==> src/rtl/conv1d_filter_mac_if.sv <==
// Stream, result and coefficient-write bundle for conv1d_filter_mac.
// The master side drives samples/coefficients and consumes results.
interface conv1d_filter_mac_if #(
  parameter int BW          = 8,
  parameter int VECTOR_SIZE = 1,
  parameter int NUM_FILTERS = 8
);
  localparam int NW = NUM_FILTERS * 3 * VECTOR_SIZE;
  localparam int AW = $clog2(NW + NUM_FILTERS);

  logic [VECTOR_SIZE*BW-1:0] data_i;
  logic                      valid_i;
  logic                      last_i;
  logic                      ready_o;
  logic [BW-1:0]             data_o;
  logic                      valid_o;
  logic                      last_o;
  logic                      ready_i;
  logic                      wr_en_i;
  logic [AW-1:0]             wr_addr_i;
  logic [BW-1:0]             wr_data_i;
  logic                      err_o;

  modport master (
    output data_i, valid_i, last_i, ready_i,
    output wr_en_i, wr_addr_i, wr_data_i,
    input  ready_o, data_o, valid_o, last_o, err_o
  );

  modport slave (
    input  data_i, valid_i, last_i, ready_i,
    input  wr_en_i, wr_addr_i, wr_data_i,
    output ready_o, data_o, valid_o, last_o, err_o
  );
endinterface

==> src/rtl/conv1d_filter_mac.sv <==
// 3-tap sliding-window 1D convolution, one filter per cycle,
// with bias, arithmetic shift and ReLU/saturation on the result.
module conv1d_filter_mac #(
  parameter int BW          = 8,
  parameter int VECTOR_SIZE = 1,
  parameter int FRAME_SIZE  = 50,
  parameter int NUM_FILTERS = 8,
  parameter int SHIFT       = 8
) (
  input logic clk_i,
  input logic rst_i,
  conv1d_filter_mac_if.slave bus
);
  localparam int FILTER_SIZE = 3;
  localparam int ACC_BW = 2*BW + $clog2(3*VECTOR_SIZE+1) + 1;
  localparam int NW  = NUM_FILTERS * FILTER_SIZE * VECTOR_SIZE;
  localparam int NC  = NW + NUM_FILTERS;
  localparam int AW  = $clog2(NC);
  localparam int FW  = (NUM_FILTERS > 1) ? $clog2(NUM_FILTERS) : 1;
  localparam int BCW = $clog2(FRAME_SIZE+1);
  localparam logic signed [ACC_BW-1:0] MAXA = ACC_BW'((2**(BW-1))-1);
  localparam logic [BW-1:0] MAXO = BW'((2**(BW-1))-1);

  typedef enum logic {S_FILL, S_COMPUTE} state_t;

  state_t                    r_state;
  state_t                    w_state_nxt;
  logic [VECTOR_SIZE*BW-1:0] r_win [FILTER_SIZE];
  logic signed [BW-1:0]      r_coef [NC];
  logic [1:0]                r_fill;
  logic [BCW-1:0]            r_beat;
  logic [FW-1:0]             r_f;
  logic                      r_pend_last;
  logic [BW-1:0]             r_data;
  logic                      r_valid;
  logic                      r_last;
  logic                      r_err;

  logic                      w_ready;
  logic                      w_accept;
  logic                      w_free;
  logic                      w_issue;
  logic                      w_last_f;
  logic [1:0]                w_fill_nxt;
  logic                      w_full;
  logic [BCW-1:0]            w_beat_nxt;
  logic                      w_frame_end;
  logic                      w_bad;
  logic signed [BW-1:0]      w_smp;
  logic signed [2*BW-1:0]    w_prod;
  logic signed [ACC_BW-1:0]  w_acc;
  logic signed [ACC_BW-1:0]  w_shr;
  logic [BW-1:0]             w_res;

  assign w_ready     = (r_state == S_FILL);
  assign w_accept    = bus.valid_i && w_ready;
  assign w_free      = !r_valid || bus.ready_i;
  assign w_last_f    = (r_f == FW'(NUM_FILTERS-1));
  assign w_fill_nxt  = (r_fill == 2'd3) ? 2'd3 : r_fill + 2'd1;
  assign w_full      = (w_fill_nxt == 2'd3);
  assign w_beat_nxt  = r_beat + BCW'(1);
  assign w_frame_end = bus.last_i || (w_beat_nxt == BCW'(FRAME_SIZE));
  // Short frames and count-terminated frames are both malformed
  assign w_bad       = w_frame_end && (!w_full || !bus.last_i);

  always_comb begin
    w_state_nxt = r_state;
    w_issue     = 1'b0;
    unique case (r_state)
      S_FILL: begin
        if (w_accept && w_full) w_state_nxt = S_COMPUTE;
      end
      S_COMPUTE: begin
        w_issue = w_free;
        if (w_free && w_last_f) w_state_nxt = S_FILL;
      end
      default: w_state_nxt = S_FILL;
    endcase
  end

  always_comb begin
    w_smp  = '0;
    w_prod = '0;
    w_acc  = ACC_BW'(r_coef[AW'(NW + int'(r_f))]);
    for (int k = 0; k < FILTER_SIZE; k++) begin
      for (int c = 0; c < VECTOR_SIZE; c++) begin
        w_smp  = r_win[k][c*BW +: BW];
        w_prod = (2*BW)'(w_smp)
               * (2*BW)'(r_coef[AW'((int'(r_f)*FILTER_SIZE+k)*VECTOR_SIZE+c)]);
        w_acc  = w_acc + ACC_BW'(w_prod);
      end
    end
    w_shr = w_acc >>> SHIFT;
    if (w_shr[ACC_BW-1])  w_res = '0;
    else if (w_shr > MAXA) w_res = MAXO;
    else                   w_res = w_shr[BW-1:0];
  end

  always_ff @(posedge clk_i or posedge rst_i) begin
    if (rst_i) begin
      r_state     <= S_FILL;
      r_fill      <= '0;
      r_beat      <= '0;
      r_f         <= '0;
      r_pend_last <= 1'b0;
      r_data      <= '0;
      r_valid     <= 1'b0;
      r_last      <= 1'b0;
      r_err       <= 1'b0;
      for (int i = 0; i < FILTER_SIZE; i++) r_win[i] <= '0;
      for (int i = 0; i < NC; i++) r_coef[i] <= '0;
    end else begin
      r_state <= w_state_nxt;
      r_err   <= w_accept && w_bad;
      if (bus.wr_en_i && (32'(bus.wr_addr_i) < NC))
        r_coef[bus.wr_addr_i] <= bus.wr_data_i;
      if (w_accept) begin
        r_win[0]    <= r_win[1];
        r_win[1]    <= r_win[2];
        r_win[2]    <= bus.data_i;
        r_pend_last <= w_frame_end;
        r_f         <= '0;
        // Window regs keep the taps, so fill can clear right away
        if (w_frame_end) begin
          r_fill <= '0;
          r_beat <= '0;
        end else begin
          r_fill <= w_fill_nxt;
          r_beat <= w_beat_nxt;
        end
      end
      if (w_issue) begin
        r_data  <= w_res;
        r_valid <= 1'b1;
        r_last  <= r_pend_last && w_last_f;
        r_f     <= w_last_f ? '0 : r_f + FW'(1);
      end else if (bus.ready_i) begin
        r_valid <= 1'b0;
      end
    end
  end

  assign bus.ready_o = w_ready;
  assign bus.data_o  = r_data;
  assign bus.valid_o = r_valid;
  assign bus.last_o  = r_last;
  assign bus.err_o   = r_err;
endmodule
==> src/flat_wrapper.sv <==
// flat-port wrapper written by rule: the top's interface ports become plain ports
module conv1d_filter_mac_flat 
#(
  parameter int BW          = 8,
  parameter int VECTOR_SIZE = 1,
  parameter int FRAME_SIZE  = 50,
  parameter int NUM_FILTERS = 8,
  parameter int SHIFT       = 8
)
  (clk_i, rst_i, bus_data_i, bus_valid_i, bus_last_i, bus_ready_i, bus_wr_en_i, bus_wr_addr_i, bus_wr_data_i, bus_ready_o, bus_data_o, bus_valid_o, bus_last_o, bus_err_o);
  conv1d_filter_mac_if #(.BW(BW), .VECTOR_SIZE(VECTOR_SIZE), .NUM_FILTERS(NUM_FILTERS)) bus_i ();
  input logic clk_i;
  input logic rst_i;
  input wire logic [$bits(bus_i.data_i)-1:0] bus_data_i;
  input wire logic [$bits(bus_i.valid_i)-1:0] bus_valid_i;
  input wire logic [$bits(bus_i.last_i)-1:0] bus_last_i;
  input wire logic [$bits(bus_i.ready_i)-1:0] bus_ready_i;
  input wire logic [$bits(bus_i.wr_en_i)-1:0] bus_wr_en_i;
  input wire logic [$bits(bus_i.wr_addr_i)-1:0] bus_wr_addr_i;
  input wire logic [$bits(bus_i.wr_data_i)-1:0] bus_wr_data_i;
  output wire logic [$bits(bus_i.ready_o)-1:0] bus_ready_o;
  output wire logic [$bits(bus_i.data_o)-1:0] bus_data_o;
  output wire logic [$bits(bus_i.valid_o)-1:0] bus_valid_o;
  output wire logic [$bits(bus_i.last_o)-1:0] bus_last_o;
  output wire logic [$bits(bus_i.err_o)-1:0] bus_err_o;
  assign bus_i.data_i = bus_data_i;
  assign bus_i.valid_i = bus_valid_i;
  assign bus_i.last_i = bus_last_i;
  assign bus_i.ready_i = bus_ready_i;
  assign bus_i.wr_en_i = bus_wr_en_i;
  assign bus_i.wr_addr_i = bus_wr_addr_i;
  assign bus_i.wr_data_i = bus_wr_data_i;
  assign bus_ready_o = bus_i.ready_o;
  assign bus_data_o = bus_i.data_o;
  assign bus_valid_o = bus_i.valid_o;
  assign bus_last_o = bus_i.last_o;
  assign bus_err_o = bus_i.err_o;
  conv1d_filter_mac #(.BW(BW), .VECTOR_SIZE(VECTOR_SIZE), .FRAME_SIZE(FRAME_SIZE), .NUM_FILTERS(NUM_FILTERS), .SHIFT(SHIFT)) u_core (.clk_i(clk_i), .rst_i(rst_i), .bus(bus_i));
endmodule
==> config.mk <==
export PLATFORM = sky130hd
export DESIGN_NAME = conv1d_filter_mac_flat
export DESIGN_NICKNAME = d
export VERILOG_FILES = /design/src/rtl/conv1d_filter_mac_if.sv /design/src/rtl/conv1d_filter_mac.sv /design/src/flat_wrapper.sv
export SDC_FILE = /design/constraint.sdc
export NUM_CORES = 1
export LEC_CHECK = 0
export BUFFER_PORTS_ARGS = -buffer_cell sky130_fd_sc_hd__buf_2
export CAP_MARGIN = 15
export CELL_PAD_IN_SITES_DETAIL_PLACEMENT = 1
export CELL_PAD_IN_SITES_GLOBAL_PLACEMENT = 2
export CORE_ASPECT_RATIO = 1.2
export CORE_MARGIN = 1
export CORE_UTILIZATION = 40
export DETAILED_ROUTE_END_ITERATION = 6
export PLACE_DENSITY_LB_ADDON = 0.15
export SYNTH_ARGS = -nofsm -noshare
export SYNTH_HDL_FRONTEND = slang
export SYNTH_SLANG_ARGS = --single-unit
==> constraint.sdc <==
create_clock -name clk_i -period 13.6 [get_ports clk_i]
set_input_delay 0 -clock clk_i [delete_from_list [all_inputs] [get_ports clk_i]]
set_output_delay 0 -clock clk_i [all_outputs]
set_load 0.02 [all_outputs]
# After elaboration in Yosys (flattened, before gate mapping)
# Cells that the tools add are included.
[op_classes]
addsub = 9
n_mul = 4
div = 0
order_cmp = 7
n_eq_ne = 4
n_shift = 0
muxes = 29
bitwise = 6
reduce_logical = 15
[ops]
columns = ["op", "count"]
rows = [
  ["256-bit bitwise mux", 1],
  ["8-bit binary-select mux with 5-bit select", 4],
  ["8-bit two-way mux", 11],
  ["8-bit by 8-bit multiplier with 16-bit output", 3],
  ["8-bit demux with 5-bit select", 1],
  ["5-bit by 6-bit >= comparator with 1-bit output (second input constant)", 4],
  ["5-bit inverter", 4],
  ["19-bit by 16-bit adder with 19-bit output", 1],
  ["17-bit by 16-bit adder with 18-bit output", 1],
  ["8-bit by 16-bit adder with 17-bit output", 1],
  ["11-bit by 8-bit greater-than comparator with 1-bit output (second input constant)", 1],
  ["3-bit two-way mux", 3],
  ["1-bit logical AND", 7],
  ["6-bit by 1-bit adder with 6-bit output (second input constant)", 1],
  ["6-bit == test (second input constant)", 1],
  ["6-bit >= comparator (second input constant)", 1],
  ["6-bit by 1-bit < comparator with 1-bit output (second input constant)", 1],
  ["6-bit two-way mux", 1],
  ["5-bit inverter with 6-bit output", 1],
  ["5-bit by 2-bit adder with 5-bit output (second input constant)", 1],
  ["5-bit by 3-bit adder with 5-bit output (first input constant)", 1],
  ["5-bit by 3-bit adder with 5-bit output (second input constant)", 1],
  ["3-bit by 2-bit multiplier with 5-bit output (second input constant)", 1],
  ["1-bit two-way mux", 5],
  ["other kinds (10)", 17],
]
[totals]
reg_bits = 304
latchBits = 0
ramBits = 0
mem_bits_ro = 0
inputBits = 27
output_inout_bits = 12
elab_cells = 118
n_memories = 0

# Depth between registers and ports, before layout
# Gate-level depths: netlist of the first run.
[depth]
depth_word = 12
ltp_mapped = 50

# Worst setup path after synthesis of the first run
# No wires, ideal clock.
[synth_timing]
kind = "register -> register"
startpoint = "reg u_core.r_f[1]"
endpoint = "reg u_core.r_data[0] (netlist: u_core.bus.data_o[0])"
t_arrival_ps = 11430
required_time_ps = 13504
setup_slack_ps = 2074
path_stages_with_launch = 45
path_cell_list = "dfrtp_1 > clkbuf_1 > clkinv_1 > ha_1 > buf_4 > buf_6 > buf_4 > buf_1 > mux4_2 > mux4_2 > mux2_2 > nand2_1 > fa_1 > fa_1 > inv_1 > fa_1 > fa_1 > fa_1 > [9 not listed] > a21o_1 > nand2b_1 > xnor2_1 > fa_1 > fa_1 > fa_1 > inv_1 > fa_1 > ha_1 > ha_1 > and3_1 > nand3_1 > o21ai_0 > inv_1 > a21o_1 > a21boi_0 > o211ai_2 > a311oi_2"
[synth_via]
elab_chain_cells = 12
[synth_lines]
columns = ["element", "line_no", "source"]
rows = [
  ["start, declared", "conv1d_filter_mac.sv:32", "logic [FW-1:0] r_f;"],
  ["start signal, assigned", "conv1d_filter_mac.sv:136", "r_f <= w_last_f ? '0 : r_f + FW'(1);"],
  ["3-bit by 2-bit multiplier with 5-bit output", "conv1d_filter_mac.sv:89", "* (2*BW)'(r_coef[AW'((int'(r_f)*FILTER_SIZE+k)*VECTOR_SIZE+c)]);"],
  ["5-bit inverter (not written as such) / 5-bit by 2-bit adder with 5-bit output (equally long branches)", "conv1d_filter_mac.sv:89", ""],
  ["8-bit binary-select mux with 5-bit select / 5-bit inverter (equally long branches)", "conv1d_filter_mac.sv:89", ""],
  ["8-bit two-way mux (not written as such) / 8-bit binary-select mux with 5-bit select (equally long branches)", "conv1d_filter_mac.sv:89", ""],
  ["8-bit two-way mux (not written as such)", "conv1d_filter_mac.sv:89", ""],
  ["8-bit by 8-bit multiplier with 16-bit output / 8-bit two-way mux (equally long branches)", "conv1d_filter_mac.sv:89", ""],
  ["8-bit by 16-bit adder with 17-bit output / 8-bit by 8-bit multiplier with 16-bit output (equally long branches)", "conv1d_filter_mac.sv:90, conv1d_filter_mac.sv:89", ""],
  ["17-bit by 16-bit adder with 18-bit output", "conv1d_filter_mac.sv:90", "w_acc = w_acc + ACC_BW'(w_prod);"],
  ["19-bit by 16-bit adder with 19-bit output *", "conv1d_filter_mac.sv:90", ""],
  ["11-bit by 8-bit greater-than comparator with 1-bit output", "conv1d_filter_mac.sv:95", "else if (w_shr > MAXA) w_res = MAXO;"],
  ["8-bit two-way mux", "conv1d_filter_mac.sv:95", ""],
  ["8-bit two-way mux *", "conv1d_filter_mac.sv:94", "if (w_shr[ACC_BW-1]) w_res = '0;"],
  ["end signal, assigned", "conv1d_filter_mac.sv:133", "r_data <= w_res;"],
  ["end, declared", "conv1d_filter_mac.sv:34", "logic [BW-1:0] r_data;"],
]
# Mark *: on every way between the ends. The rest lies on a longest branch, timed or not. The select of a mux whose other input is x is not followed.
# A chain may end at the register's enable or synchronous reset.

# Final worst setup path of the first run
# Same ends and word-level chain as after synthesis.

==> results.json, run 1 <==
{
  "cts_inserted_buffers": 37,
  "crit_arrival_ns": 13.25,
  "setup_viol": 0,
  "synthArstFlopShare": 1.00,
  "worstPathRequired_ns": 14.06,
  "pin_count": 39,
  "worstSetupPathType": "flip-flop to flip-flop",
  "clk_latency_ns": 0.57,
  "root_buffer": "clkbuf_16",
  "ys_seq_elements": 304,
  "ctsHtreeMaxLevel": 2,
  "status": "finished clean",
  "synthCells": 2274,
  "regArea_um2": 7610,
  "grt.total_usage": 0.241,
  "r2r_slack_ns": 0.81,
  "num_antenna_cells": 0,
  "drt_iter0_markers": 816,
  "initial_core_util": 0.405,
  "critPathLaunchType": "flip-flop",
  "slowest_stage": "fa_4",
  "area_delta_synth_final_pct": 9.85,
  "synth_top_area_cell": "dfrtp_1",
  "vias": 18100,
  "hold_depth": 4,
  "yosys_warnings": 0,
  "clock_path_buffers": 3,
  "critPathMaxFanout": 18,
  "gp_congestion": 0.809,
  "clk_pin_slew_ns": 0.06,
  "synth_flop_cell": "dfrtp_1",
  "viasPerCell": 5.61,
  "fmax_ghz": 0.0782,
  "timing.rr.end": "u_core.bus.data_o[0]$_DFFE_PP0P_",
  "post-route-period-util": 0.940,
  "grt_overflow_total": 0,
  "grtUsageMet2": 0.438,
  "drive_above_1_share": 0.284,
  "worst_pin_slew_ns": 1.12,
  "core_area_um2": 67300,
  "synth.distinct_cells": 71,
  "multi_input_area_um2": 18000,
  "drv_cap": 0,
  "die_h_um": 288,
  "hp-class": "input port to flip-flop",
  "crit_top_cell": "fa_1",
  "period_needed_ns": 12.79,
  "dr.pass1.iters": 5,
  "maxSlewViolCount": 0,
  "synth_area_leaders": "dfrtp_1, fa_1, mux4_2",
  "grt_pass1_wl_mm": 125,
  "finClkSkew_ns": 0.0232,
  "detail_route.wl_per_cell_um": 24.8,
  "slew_headroom": 0.245,
  "synth_seq_area_share": 0.279,
  "hold_end": "u_core.r_coef[72]$_DFFE_PP0P_",
  "synth_edf_count": 0,
  "critPathTopFamily": "adder cells",
  "r2r_start": "u_core.r_f[1]$_DFFE_PP0P_",
  "final_cell_mix": "dfrtp_1, mux2_2, inv_1",
  "grt_max_degree": 143,
  "wirelength_mm": 80.1,
  "reg2reg_depth": 43,
  "io_buffer_count": 38,
  "post-route-drc-count": 0,
  "die_w_um": 240,
  "tritoncts": "built",
  "final_antenna_net_count": 0,
  "use_met1": 0.301,
  "nNetsFinal": 2686,
  "grt.busiest_layer": "met2",
  "syn_nets": 2656,
  "slowest_delay_ns": 1.01,
  "row_count": 104,
  "fin_tns_setup_ns": 0,
  "use_met3": 0.0237,
  "finalHoldViolCount": 0,
  "avgSynthCellArea_um2": 12.0,
  "yosysTopAreaCellShare": 0.279,
  "rsz0062_at_grt": "false",
  "first_global_vias": 20000,
  "fillers": 7116,
  "synth_area_um2": 27200,
  "dp_hpwl_mm": 60.6,
  "min_from": "bus_wr_addr_i[2]",
  "path_buf_inv": 6,
  "cp-end-kind": "flip-flop",
  "die_area_um2": 69200,
  "layout_commonest_cell": "dfrtp_1",
  "cts.sinks": 304,
  "antenna_found_initial": 1
}
## worst max-delay path by stage
stage,startpoint,endpoint,cells past startpoint
3_3_place_gp,u_core.r_f[1]$_DFFE_PP0P_,u_core.bus.data_o[4]$_DFFE_PP0P_,39
4_1_cts,u_core.r_f[1]$_DFFE_PP0P_,u_core.bus.data_o[0]$_DFFE_PP0P_,43
5_1_grt,u_core.r_f[1]$_DFFE_PP0P_,u_core.bus.data_o[4]$_DFFE_PP0P_,43
2_1_floorplan,u_core.r_f[1]$_DFFE_PP0P_,u_core.bus.data_o[0]$_DFFE_PP0P_,44
3_5_place_dp,u_core.r_f[1]$_DFFE_PP0P_,u_core.bus.data_o[0]$_DFFE_PP0P_,43
6_report,u_core.r_f[1]$_DFFE_PP0P_,u_core.bus.data_o[0]$_DFFE_PP0P_,43
## registers in the layout (all words and copies together) (netlist names), 2 cells and up
signal             flops
u_core.r_f             3
u_core.w_smp           8
u_core.bus.data_o      8
u_core.r_coef        256
u_core.r_beat          6
u_core.r_win          16
u_core.r_fill          2
## layer usage
metal / share of wire / vias to the layer above / wire, um
met5: 0 / - / 0
met4: 0.026 / 0 / 2100
met2: 0.54 / 318 / 42900
met3: 0.025 / 109 / 2000
met1: 0.41 / 9851 / 33100
li1: - / 7856 / -
## through the flow
stage	worst slack [ns]	cell area (um^2)	cells	util	hold slack (ns)
global placement	0.695	28400	3144	0.423	0.192
detailed placement	0.506	28400	3144	0.423	0.201
global route	0.00312	29900	3230	0.445	0.0976
finish	0.809	29900	3230	0.445	0.0886
CTS	0.520	29900	3228	0.444	0.0536
floorplan	2.07	27200	2274	-	0.0870
## worst min-delay path, cell delays in order
cell and delay [ns]:
buf_2 0.14, nand3b_1 0.17, nor2_1 0.09, mux2_2 0.22
## Yosys cell counts, types with 24 or more instances
| cell type | number |
|---|---|
| buf_2 | 24 |
| o21ai_0 | 34 |
| clkbuf_1 | 56 |
| and2_1 | 60 |
| fa_1 | 245 |
| mux2_2 | 290 |
| a21oi_1 | 27 |
| nor2b_1 | 73 |
| inv_1 | 289 |
| xnor2_1 | 26 |
| nor2_1 | 67 |
| dfrtp_1 | 304 |
| mux4_2 | 189 |
| ha_1 | 110 |
| nand2_1 | 220 |
## timing repair
action | in CTS | in global routing
setup endpoints to repair | 0 | 7
hold endpoints to repair | 120 | 0
gates resized for setup | 0 | 1
hold buffers | 20 | 0
setup buffers | 0 | 2
## layout make-up
type | count | area share
clock buffers | 55 | 0.0366
clock inverters | 9 | 0.00506
well taps | 901 | 0.0377
flip-flops and latches | 304 | 0.254
inverters | 290 | 0.0366
repair buffers | 112 | 0.0292
multi-input cells | 1559 | 0.601
## kinds of logic (layout without fill, tap and decap cells)
logic type	Yosys count	in the layout	synth area share
and+or+nand+nor	517	517	0.0922
AOI/OAI and AO/OA	151	151	0.0370
DFF	304	304	0.279
xor gates and xnor gates	40	40	0.0131
muxes	496	496	0.285
buffers and inverters	411	466	0.0634
adders and majority gates	355	355	0.230
Power of run 1 is left out: the tool's default activity adds up to more than one toggle a clock period on the data nets, which glitch-free logic cannot reach.
==> run 2: changes to the inputs <==
--- a/config.mk
+++ b/config.mk
@@ -5,6 +5,7 @@
 export SDC_FILE = /design/constraint.sdc
 export NUM_CORES = 1
 export LEC_CHECK = 0
+export ABC_AREA = 1
 export BUFFER_PORTS_ARGS = -buffer_cell sky130_fd_sc_hd__buf_2
 export CAP_MARGIN = 15
 export CELL_PAD_IN_SITES_DETAIL_PLACEMENT = 1
@@ -14,6 +15,7 @@
 export CORE_UTILIZATION = 40
 export DETAILED_ROUTE_END_ITERATION = 6
 export PLACE_DENSITY_LB_ADDON = 0.15
+export SLEW_MARGIN = 20
 export SYNTH_ARGS = -nofsm -noshare
 export SYNTH_HDL_FRONTEND = slang
 export SYNTH_SLANG_ARGS = --single-unit
==> run 2 against run 1 <==
Die area down 4.8%. Synthesized cell count up 42%. Final area down 5.6%. Critical path depth up 9. Clock skew up 0.0083 ns. Register-to-register slack about the same. Count of clock-buffer cells in the layout down 1.
==> results.json, run 2 <==
{
  "finClkSkew_ns": 0.0315,
  "detail_route.wl_per_cell_um": 25.3,
  "fmax_ghz": 0.0782,
  "ys_seq_elements": 304,
  "first_global_vias": 25000,
  "area_delta_synth_final_pct": 9.00,
  "fin_tns_setup_ns": 0,
  "setup_viol": 0,
  "synth_top_area_cell": "dfrtp_1",
  "gp_congestion": 0.952,
  "ctsHtreeMaxLevel": 2,
  "top_layer": "met4",
  "ys_top_cells_by_count": "nand2_1, inv_1, o21ai_0",
  "cts_inserted_buffers": 37,
  "slowest_stage": "fa_1",
  "synth_area_um2": 25900,
  "worstSetupPathType": "flip-flop to flip-flop",
  "grt_pass1_wl_mm": 156,
  "clk_latency_ns": 0.56,
  "dr.pass1.iters": 5,
  "slew_headroom": 0.197,
  "regArea_um2": 7610,
  "tritoncts": "built",
  "critPathLaunchType": "flip-flop",
  "avgSynthCellArea_um2": 8.02,
  "synth_area_leaders": "dfrtp_1, fa_1, nand2_1",
  "synthArstFlopShare": 1.00,
  "antenna_found_initial": 1,
  "synth_seq_area_share": 0.293,
  "grt.total_usage": 0.321,
  "clk_pin_slew_ns": 0.07,
  "hp-class": "input port to flip-flop",
  "route.met3.wl_mm": 3.22,
  "multi_input_area_um2": 15900,
  "grt_overflow_total": 0,
  "drt-met1-wl_mm": 40.5,
  "fillers": 7690,
  "num_antenna_cells": 0,
  "critPathMaxFanout": 23,
  "row_count": 101,
  "synth_flop_cell": "dfrtp_1",
  "core_area_um2": 63700,
  "io_buffer_count": 38,
  "cts.sinks": 304,
  "syn_nets": 3613,
  "synth.most_common_cell": "nand2_1",
  "reg_top3": "u_core.r_coef: 256 flops, u_core.r_win: 16 flops",
  "grt_max_degree": 115,
  "die_h_um": 281,
  "worstPathRequired_ns": 14.05,
  "largest_reg_flops": 256,
  "rsz0062_at_grt": "false",
  "slowest_delay_ns": 0.56,
  "vias": 23000,
  "crit_arrival_ns": 13.23,
  "die_area_um2": 65800,
  "status": "finished clean",
  "drt_iter0_markers": 1466,
  "die_w_um": 234,
  "wl_met2_mm": 53.1,
  "crit_top_cell": "nand2_1",
  "drv_cap": 0,
  "pin_count": 39,
  "viasPerCell": 5.66,
  "final_antenna_net_count": 0,
  "layout_commonest_cell": "nand2_1",
  "final_cell_mix": "nand2_1, inv_1, o21ai_0",
  "synth.distinct_cells": 57,
  "maxSlewViolCount": 0,
  "largest_register": "u_core.r_coef",
  "synthCells": 3231,
  "yosys_warnings": 0,
  "period_needed_ns": 12.79,
  "nNetsFinal": 3595,
  "clock_path_buffers": 3,
  "post-route-period-util": 0.940,
  "cp-end-kind": "flip-flop",
  "initial_core_util": 0.407,
  "synth_edf_count": 0,
  "post-route-drc-count": 0,
  "drive_above_1_share": 0.0608,
  "finalHoldViolCount": 0,
  "wirelength_mm": 103,
  "root_buffer": "clkbuf_16",
  "worst_pin_slew_ns": 1.20,
  "dp_hpwl_mm": 77.7,
  "postCtsSetupBuffers": 0,
  "yosysTopAreaCellShare": 0.293
}
run 2: logic make-up after synthesis:
logic type | after synthesis | share of synthesized area
AND/OR/NAND/NOR | 1165 | 0.178
AO/OA/AOI/OAI | 763 | 0.174
buffers and inverters | 593 | 0.0932
adder cells (fa/ha/maj) | 355 | 0.242
flip-flops | 304 | 0.293
XOR/XNOR | 44 | 0.0156
multiplexers | 7 | 0.00270
run 2: path summary, 6_finish.rpt:
path / startpoint / cells past startpoint / slack [ns] / end
worst max-delay path: u_core.r_f[1]$_DFFE_PP0P_ / 52 / 0.81 / u_core.bus.data_o[2]$_DFFE_PP0P_
worst min-delay path: bus_wr_data_i[0] / 4 / 0.02 / u_core.r_coef[64]$_DFFE_PP0P_
worst max register to register: u_core.r_f[1]$_DFFE_PP0P_ / 52 / 0.81 / u_core.bus.data_o[2]$_DFFE_PP0P_
worst min register to register: u_core.r_fill[1]$_DFFE_PP0P_ / 1 / 0.48 / u_core.bus.err_o$_DFF_PP0_
max in group asynchronous: rst_i / 5 / 11.27 / u_core.r_f[0]$_DFFE_PP0P_
min in group asynchronous: rst_i / 3 / 0.14 / u_core.r_coef[128]$_DFFE_PP0P_
run 2: final cells by class:
| cell class | instances | area share |
|---|---|---|
| multi-input cells | 2334 | 0.564 |
| inverters | 425 | 0.0568 |
| well taps | 824 | 0.0365 |
| clock buffers | 54 | 0.0386 |
| flip-flops and latches | 304 | 0.269 |
| repair buffers | 111 | 0.0303 |
| clock inverters | 10 | 0.00434 |
run 2: metal layers:
metal / GRT usage / up-vias
li1: - / 10500
met1: 0.378 / 11800
met2: 0.578 / 515
met3: 0.0276 / 184
met4: 0.163 / 0
met5: 0 / -
run 2: per-stage QoR:
stage	util	worst slack, ns	instance area [um^2]	cells	hold WS, ns
2_1_floorplan	-	2.01	25900	3231	0.0868
3_5_place_dp	0.421	0.751	26800	3977	0.212
6_report	0.444	0.814	28300	4062	0.0182
5_1_grt	0.444	0.0496	28300	4062	0.0497
4_1_cts	0.444	0.681	28300	4062	0.0115
3_3_place_gp	0.421	0.883	26800	3977	0.197
run 2: timing repair:
item | in CTS | in global routing
hold buffers | 21 | 0
setup endpoints to repair | 0 | 6
gates resized for setup | 0 | 1
endpoints found under the hold margin | 145 | 0
run 2: critical path: cells and delay by family, from the launching register on:
family,cells,cell delay (ns)
AND/OR/NAND/NOR,17,2.00
adder cells (fa/ha/maj),14,6.36
XOR/XNOR,1,0.24
buffers and inverters,12,2.11
flip-flops,1,0.45
AO/OA/AOI/OAI,8,1.48
Power of run 2 is left out for the same reason.
